<file path="src/rtl/async_fifo_pkg.sv">
// Shared definitions for the async_fifo write-side arbiter: default sizes,
// arbiter state encoding and the rotating-priority search helper.
package async_fifo_pkg;

    localparam int FIFO_DATA_WIDTH = 8;
    localparam int ARB_NUM_REQ     = 4;
    localparam int ARB_BURST_LEN   = 4;

    // Widest requester vector the search helper handles.
    localparam int RR_MAX_REQ      = 8;

    typedef enum logic {
        ARB_S  = 1'b0,
        HOLD_S = 1'b1
    } arb_state_e;

    typedef struct packed {
        logic       found;
        logic [2:0] idx;
    } rr_pick_t;

    // First set bit of valid[n-1:0], searched from last+1 upward with wrap.
    // When nothing is valid, idx still points at last+1 so callers can show
    // the next candidate position.
    function automatic rr_pick_t rr_next(input logic [RR_MAX_REQ-1:0] valid,
                                         input logic [2:0]            last,
                                         input int                    n);
        rr_pick_t pick;
        int       j;
        j          = (int'(last) + 1) % n;
        pick.found = 1'b0;
        pick.idx   = 3'(j);
        for (int k = 1; k <= RR_MAX_REQ; k++) begin
            j = (int'(last) + k) % n;
            if ((k <= n) && !pick.found && valid[j]) begin
                pick.found = 1'b1;
                pick.idx   = 3'(j);
            end
        end
        return pick;
    endfunction

endpackage

</file>
<file path="src/rtl/async_fifo_rr_picker.sv">
// Purely combinational rotating-priority picker. Given a request vector and
// the index served last, returns the next requester at or after last+1.
// Kept free of any write-side detail so a read-side scheduler can reuse it.
module async_fifo_rr_picker
    import async_fifo_pkg::*;
#(
    parameter int NUM_REQ = ARB_NUM_REQ
) (
    input  logic [NUM_REQ-1:0]         valid,
    input  logic [$clog2(NUM_REQ)-1:0] last,
    output logic [$clog2(NUM_REQ)-1:0] idx,
    output logic                       found
);

    localparam int IDW = $clog2(NUM_REQ);

    rr_pick_t pick;

    // Zero-extend into the helper's fixed width and narrow the result back.
    always_comb begin
        pick  = rr_next(RR_MAX_REQ'(valid), 3'(last), NUM_REQ);
        idx   = IDW'(pick.idx);
        found = pick.found;
    end

endmodule

</file>
<file path="src/rtl/async_fifo_wr_arbiter.sv">
// Round-robin, burst-bounded arbiter sharing the async_fifo write port among
// NUM_REQ producers in the wclk domain. Respects wfull so no write ever goes
// to a full FIFO; transfers are zero-latency (winc/wdata follow the winner
// combinationally). Optional statistics counters are built when
// ASYNC_FIFO_ARB_STATS_EN is defined.
module async_fifo_wr_arbiter
    import async_fifo_pkg::*;
#(
    parameter int NUM_REQ    = ARB_NUM_REQ,
    parameter int DATA_WIDTH = FIFO_DATA_WIDTH,
    parameter int BURST_LEN  = ARB_BURST_LEN
) (
    input  logic                          wclk,
    input  logic                          wrst,
    input  logic [NUM_REQ-1:0]            req_valid,
    input  logic [NUM_REQ*DATA_WIDTH-1:0] req_data,
    output logic [NUM_REQ-1:0]            req_ready,
    input  logic                          wfull,
    output logic                          winc,
    output logic [DATA_WIDTH-1:0]         wdata,
    output logic [$clog2(NUM_REQ)-1:0]    grant_id,
    output logic                          busy
`ifdef ASYNC_FIFO_ARB_STATS_EN
    ,
    output logic [15:0]                   stall_cnt,
    output logic [31:0]                   beat_cnt_total
`endif
);

    localparam int IDW = $clog2(NUM_REQ);
    localparam int BCW = $clog2(BURST_LEN + 1);

    arb_state_e     state_q, state_d;
    logic [IDW-1:0] owner_q, owner_d;
    logic [IDW-1:0] last_id_q, last_id_d;
    logic [BCW-1:0] beat_cnt_q, beat_cnt_d;

    logic [IDW-1:0] arb_idx;
    logic           arb_found;
    logic [IDW-1:0] cand;
    logic           cand_valid;
    logic           owner_valid;
    logic           fire;

    async_fifo_rr_picker #(
        .NUM_REQ (NUM_REQ)
    ) u_picker (
        .valid (req_valid),
        .last  (last_id_q),
        .idx   (arb_idx),
        .found (arb_found)
    );

    // Candidate selection, write strobe and per-producer accept.
    // Everything is forced inactive while wrst is high so an in-flight beat
    // is dropped the moment reset asserts.
    always_comb begin
        cand        = (state_q == HOLD_S) ? owner_q : arb_idx;
        cand_valid  = 1'b0;
        owner_valid = 1'b0;
        wdata       = req_data[DATA_WIDTH-1:0];
        for (int i = 0; i < NUM_REQ; i++) begin
            if (cand == IDW'(i)) begin
                cand_valid = req_valid[i];
                wdata      = req_data[i*DATA_WIDTH +: DATA_WIDTH];
            end
            if (owner_q == IDW'(i)) begin
                owner_valid = req_valid[i];
            end
        end

        fire = cand_valid && !wfull && !wrst &&
               ((state_q == HOLD_S) || arb_found);

        req_ready = '0;
        for (int i = 0; i < NUM_REQ; i++) begin
            req_ready[i] = fire && (cand == IDW'(i));
        end

        winc     = fire;
        grant_id = wrst ? '0 : cand;
        busy     = (state_q == HOLD_S) && !wrst;
    end

    // Next-state: open a burst on an ARB fire, count beats in HOLD, and
    // release on burst completion or when the owner stops requesting.
    // Stalls on wfull leave every register untouched.
    always_comb begin
        state_d    = state_q;
        owner_d    = owner_q;
        last_id_d  = last_id_q;
        beat_cnt_d = beat_cnt_q;

        case (state_q)
            ARB_S: begin
                if (fire) begin
                    if (BURST_LEN == 1) begin
                        last_id_d = cand;
                    end else begin
                        owner_d    = cand;
                        beat_cnt_d = BCW'(1);
                        state_d    = HOLD_S;
                    end
                end
            end
            HOLD_S: begin
                if (!owner_valid) begin
                    last_id_d  = owner_q;
                    beat_cnt_d = '0;
                    state_d    = ARB_S;
                end else if (fire) begin
                    if ((int'(beat_cnt_q) + 1) == BURST_LEN) begin
                        last_id_d  = owner_q;
                        beat_cnt_d = '0;
                        state_d    = ARB_S;
                    end else begin
                        beat_cnt_d = beat_cnt_q + BCW'(1);
                    end
                end
            end
            default: begin
                state_d = ARB_S;
            end
        endcase
    end

    // Arbiter registers; last_id resets to the top index so producer 0 is
    // searched first after reset.
    always_ff @(posedge wclk or posedge wrst) begin
        if (wrst) begin
            state_q    <= ARB_S;
            owner_q    <= '0;
            last_id_q  <= IDW'(NUM_REQ - 1);
            beat_cnt_q <= '0;
        end else begin
            state_q    <= state_d;
            owner_q    <= owner_d;
            last_id_q  <= last_id_d;
            beat_cnt_q <= beat_cnt_d;
        end
    end

`ifdef ASYNC_FIFO_ARB_STATS_EN
    logic [15:0] stall_cnt_q, stall_cnt_d;
    logic [31:0] beat_cnt_total_q, beat_cnt_total_d;

    // Saturating count of cycles where someone wants to write but the FIFO
    // is full, and a wrapping count of accepted beats.
    always_comb begin
        stall_cnt_d      = stall_cnt_q;
        beat_cnt_total_d = beat_cnt_total_q;
        if ((|req_valid) && wfull && (stall_cnt_q != 16'hFFFF)) begin
            stall_cnt_d = stall_cnt_q + 16'd1;
        end
        if (fire) begin
            beat_cnt_total_d = beat_cnt_total_q + 32'd1;
        end
    end

    // Statistics registers.
    always_ff @(posedge wclk or posedge wrst) begin
        if (wrst) begin
            stall_cnt_q      <= '0;
            beat_cnt_total_q <= '0;
        end else begin
            stall_cnt_q      <= stall_cnt_d;
            beat_cnt_total_q <= beat_cnt_total_d;
        end
    end

    assign stall_cnt      = stall_cnt_q;
    assign beat_cnt_total = beat_cnt_total_q;
`endif

endmodule

</file>
<file path="config.mk">
export PLATFORM = sky130hd
export DESIGN_NAME = async_fifo_wr_arbiter
export DESIGN_NICKNAME = d
export VERILOG_FILES = /design/src/rtl/async_fifo_pkg.sv /design/src/rtl/async_fifo_rr_picker.sv /design/src/rtl/async_fifo_wr_arbiter.sv
export SDC_FILE = /design/constraint.sdc
export NUM_CORES = 1
export LEC_CHECK = 0
export ABC_AREA = 1
export CORE_UTILIZATION = 43
export DETAILED_ROUTE_END_ITERATION = 6
export PLACE_DENSITY = 0.86
export SLEW_MARGIN = 20
export SYNTH_ARGS = -nofsm -noshare
export SYNTH_HDL_FRONTEND = slang
export SYNTH_SLANG_ARGS = --single-unit
export TNS_END_PERCENT = 20
</file>
<file path="constraint.sdc">
create_clock -name wclk -period 6.2 [get_ports wclk]
set_clock_uncertainty 0.1 [all_clocks]
set_input_delay 1.24 -clock wclk [delete_from_list [all_inputs] [get_ports wclk]]
set_output_delay 1.24 -clock wclk [all_outputs]
set_load 0.02 [all_outputs]
</file>
==> results by group <==
CTS
  • Root Driver: clkbuf_4
  • Worst-path clk slew: 0.04 ns
  • Max Root-Sink Buffers: 2
  • Post-CTS setup buffers: 0
  • CTS H-tree depth: 1
  • CTS tree: done
  • Total CTS buffers: 3
  • Hold Buf Count CTS: 0
  • Post-cts sizing count: 0
  • CTS sink cnt: 8
  • Clk_lat worst skew: roughly 0.25 ns

Run status
  • Outcome: complete, no violations

STA
  • Min Tclk post-route: 5.40 ns
  • Unrepaired setup endpoints after global routing: false
  • Worst-margin pin slew: 0.350 ns
  • Highest clock rate: 0.185 GHz
  • Max-slew headroom: 0.765
  • Max-slew violation count: 0
  • Crit share post-route: 0.872
  • Hold slack: approximately 0.43 ns
  • Total negative slack: 0 ns
  • Final setup viols: 0
  • Final hold viol count: 0

Synth
  • Sequential area share after synthesis: 0.185
  • Count leader, synth: nand2_1
  • Syn. warnings: 0
  • Synth Register Bits: 8
  • Post-synth top area share: 0.271
  • Top post-synthesis cells by area: nand2_1 27%, dfrtp_1 14%, nand3_1 14%, o21ai_0 8.7%, dfstp_2 4.8%
  • Cells after synthesis: 197
  • Post-synth EDFFs: 0
  • Post-synth ARST share: 1.00
  • Avg Cell Area, Syn: 5.56 µm²
  • Cell area after synthesis: 0.00109 mm²
  • Synth cell count leaders: 79 x nand2_1, 30 x nand3_1, 19 x o21ai_0
  • Main synth FF type: dfrtp_1
  • Synthesized Nets: 238
  • Yosys top cell by area: nand2_1
  • Unique masters post-synth: 26

Critical path
  • Setup CP Type: primary input to output pin
  • Worst Path Buf+Inv: 4
  • CP max-delay cell: clkdlybuf4s50_1
  • Top cell by count, worst path: nand2_1
  • Max incr delay on CP: 0.64 ns
  • R2r worst-path depth: 18
  • CP Data Arrival Time: 4.06 ns
  • Worst Setup EP: req_ready[0]
  • R2R setup slack: 3.40 ns
  • Worst-path fanout max: 18
  • Critical path startpoint: req_valid[3]
  • Worst R2R Start: last_id_q[0]$_DFFE_PP1P_
  • Critical path startpoint category: primary input
  • CP Capture Type: output pin
  • WP data required: roughly 4.9 ns
  • R2R Path End: state_q$_DFF_PP0_
  • Number of stages on the worst setup path: 17
  • Largest delay contributor family on the critical path: simple AND/OR/NAND/NOR gates
  • Critical-path cell list: clkdlybuf4s50_1, inv_1, nand2_1, nand3_1, nand2_2, nor2_4, nand3_2, nand2_1, nand2_1, nand2_2, nand2_4, nand2_2, inv_2, nand2_1, nand3_2, nor3_1, clkdlybuf4s50_1

Placement
  • Detailed Place HPWL: 2610 µm
  • I/O Buffers: 54
  • GP Congestion: between 0.7 and 0.8

Cells and area
  • Final Net Count: 291
  • Layout Area Growth over Synthesis: 51.7%
  • Ant. Diodes: 0
  • Layout cell share with drive strength beyond 1: 0.0964

Floorplanning
  • # IOs: 55
  • Die Wd: 52.5 µm
  • Initial core utilization: 0.477
  • Die Area: 0.00275 mm²
  • Core region area: 0.00230 mm²
  • Row count: 17
  • Die Height: about 52 µm

Global routing
  • Total global-route track usage: 0.255
  • Grt total ovfl: 0
  • Largest net degree at the start of global routing: 19
  • Global-route wire length before repair: 5190 µm
  • Vias in the first global route: 1215
  • Initial antenna violation count: 0

Drt
  • 1st-iter DRT viols: 40
  • First-pass DRT Iterations: 4
  • DR vias: 1394
  • Vias per cell: 5.03
  • WL/cell: 11.4 µm
  • Final WL: 3150 µm
  • Remaining DRCs: 0
  • Antenna viol nets, final: 0

Min path
  • Hold Crit Class: flop to flop

Flow run
  • Max-Cap Viols: 0

Pwr
  • Pwr dens: 696 mW/mm²
  • Power, Total: 1160 µW
  • Leak: 0.000784 µW
  • VDD IR-drop max: 0.000478 V
metal layers:
layer  share of wire  vias up  GRT usage
li1                -      746          -
met1            0.47      613      0.332
met2            0.49       33      0.426
met3           0.034        2     0.0319
met4          0.0025        0     0.0921
met5               0        -          0
kinds of logic (layout without fill, tap and decap cells):
family | Yosys count | count (layout) | share of synthesized area
simple gates | 137 | 137 | 0.567
compound gates | 27 | 27 | 0.129
buf+inv | 22 | 74 | 0.0880
flops | 8 | 8 | 0.185
fa+ha+maj | 2 | 2 | 0.0229
xor+xnor | 1 | 1 | 0.00800
stage by stage:
stage	setup WS (ns)	utilization	cells	instance area, µm²
after floorplan	1.91	-	197	1090
after global placement	0.881	0.711	273	1630
after detailed placement	0.779	0.711	273	1630
after CTS	0.781	0.723	277	1660
after global routing	0.499	0.723	277	1660
final	0.797	0.723	277	1660
worst reg2reg max path, cell delays in order (launching register included):
cell and delay (ns):
dfstp_2 0.64, inv_2 0.12, nand2_1 0.08, nand2_1 0.08
nand2_1 0.06, nand2_1 0.08, nor2_4 0.14, nand3_2 0.08
nand2_1 0.08, nand2_1 0.06, nand2_2 0.07, nand2_4 0.12
nand2_2 0.11, inv_2 0.12, nand2_1 0.10, nand3_2 0.22
nand2_1 0.18, nand2_1 0.10, and2_1 0.16
final cells by class:
class | count | area (µm²)
multi-input cells | 167 | 796
fillers | 225 | 637
repair buffers | 54 | 541
flip-flops and latches | 8 | 203
inverters | 16 | 60.1
well taps | 28 | 35.0
clock buffers | 4 | 26.3
layout by cell type, fill, tap and decap left out, types with 6 or more instances in the layout:
master,count
inv_2,6
nor2_1,10
nand2_1,79
nand3_1,30
clkdlybuf4s50_1,54
o21ai_0,19
nand2_2,6
inv_1,10
dfrtp_1,6
sequential cells by signal (all words and copies together), names as in the netlist:
register and flops:
state_q 1, owner_q 2, beat_cnt_q 3, last_id_q 2
power by group:
part           switching, µW  internal (µW)  total (µW)
Sequential              39.7           81.2         121
Combinational            604            391         995
Clock                   16.0           24.5        40.5
Total                    660            497        1160
worst min-delay path by stage:
stage	from	end	slack, ns	depth (start not counted)
floorplan	last_id_q[1]$_DFFE_PP1P_	last_id_q[1]$_DFFE_PP1P_	0.38	2
global placement	last_id_q[1]$_DFFE_PP1P_	last_id_q[1]$_DFFE_PP1P_	0.42	2
detailed placement	last_id_q[1]$_DFFE_PP1P_	last_id_q[1]$_DFFE_PP1P_	0.42	2
CTS	last_id_q[1]$_DFFE_PP1P_	last_id_q[1]$_DFFE_PP1P_	0.43	2
global route	last_id_q[1]$_DFFE_PP1P_	last_id_q[1]$_DFFE_PP1P_	0.47	2
finish	last_id_q[1]$_DFFE_PP1P_	last_id_q[1]$_DFFE_PP1P_	0.43	2
Power figures use the tool's default switching activity.
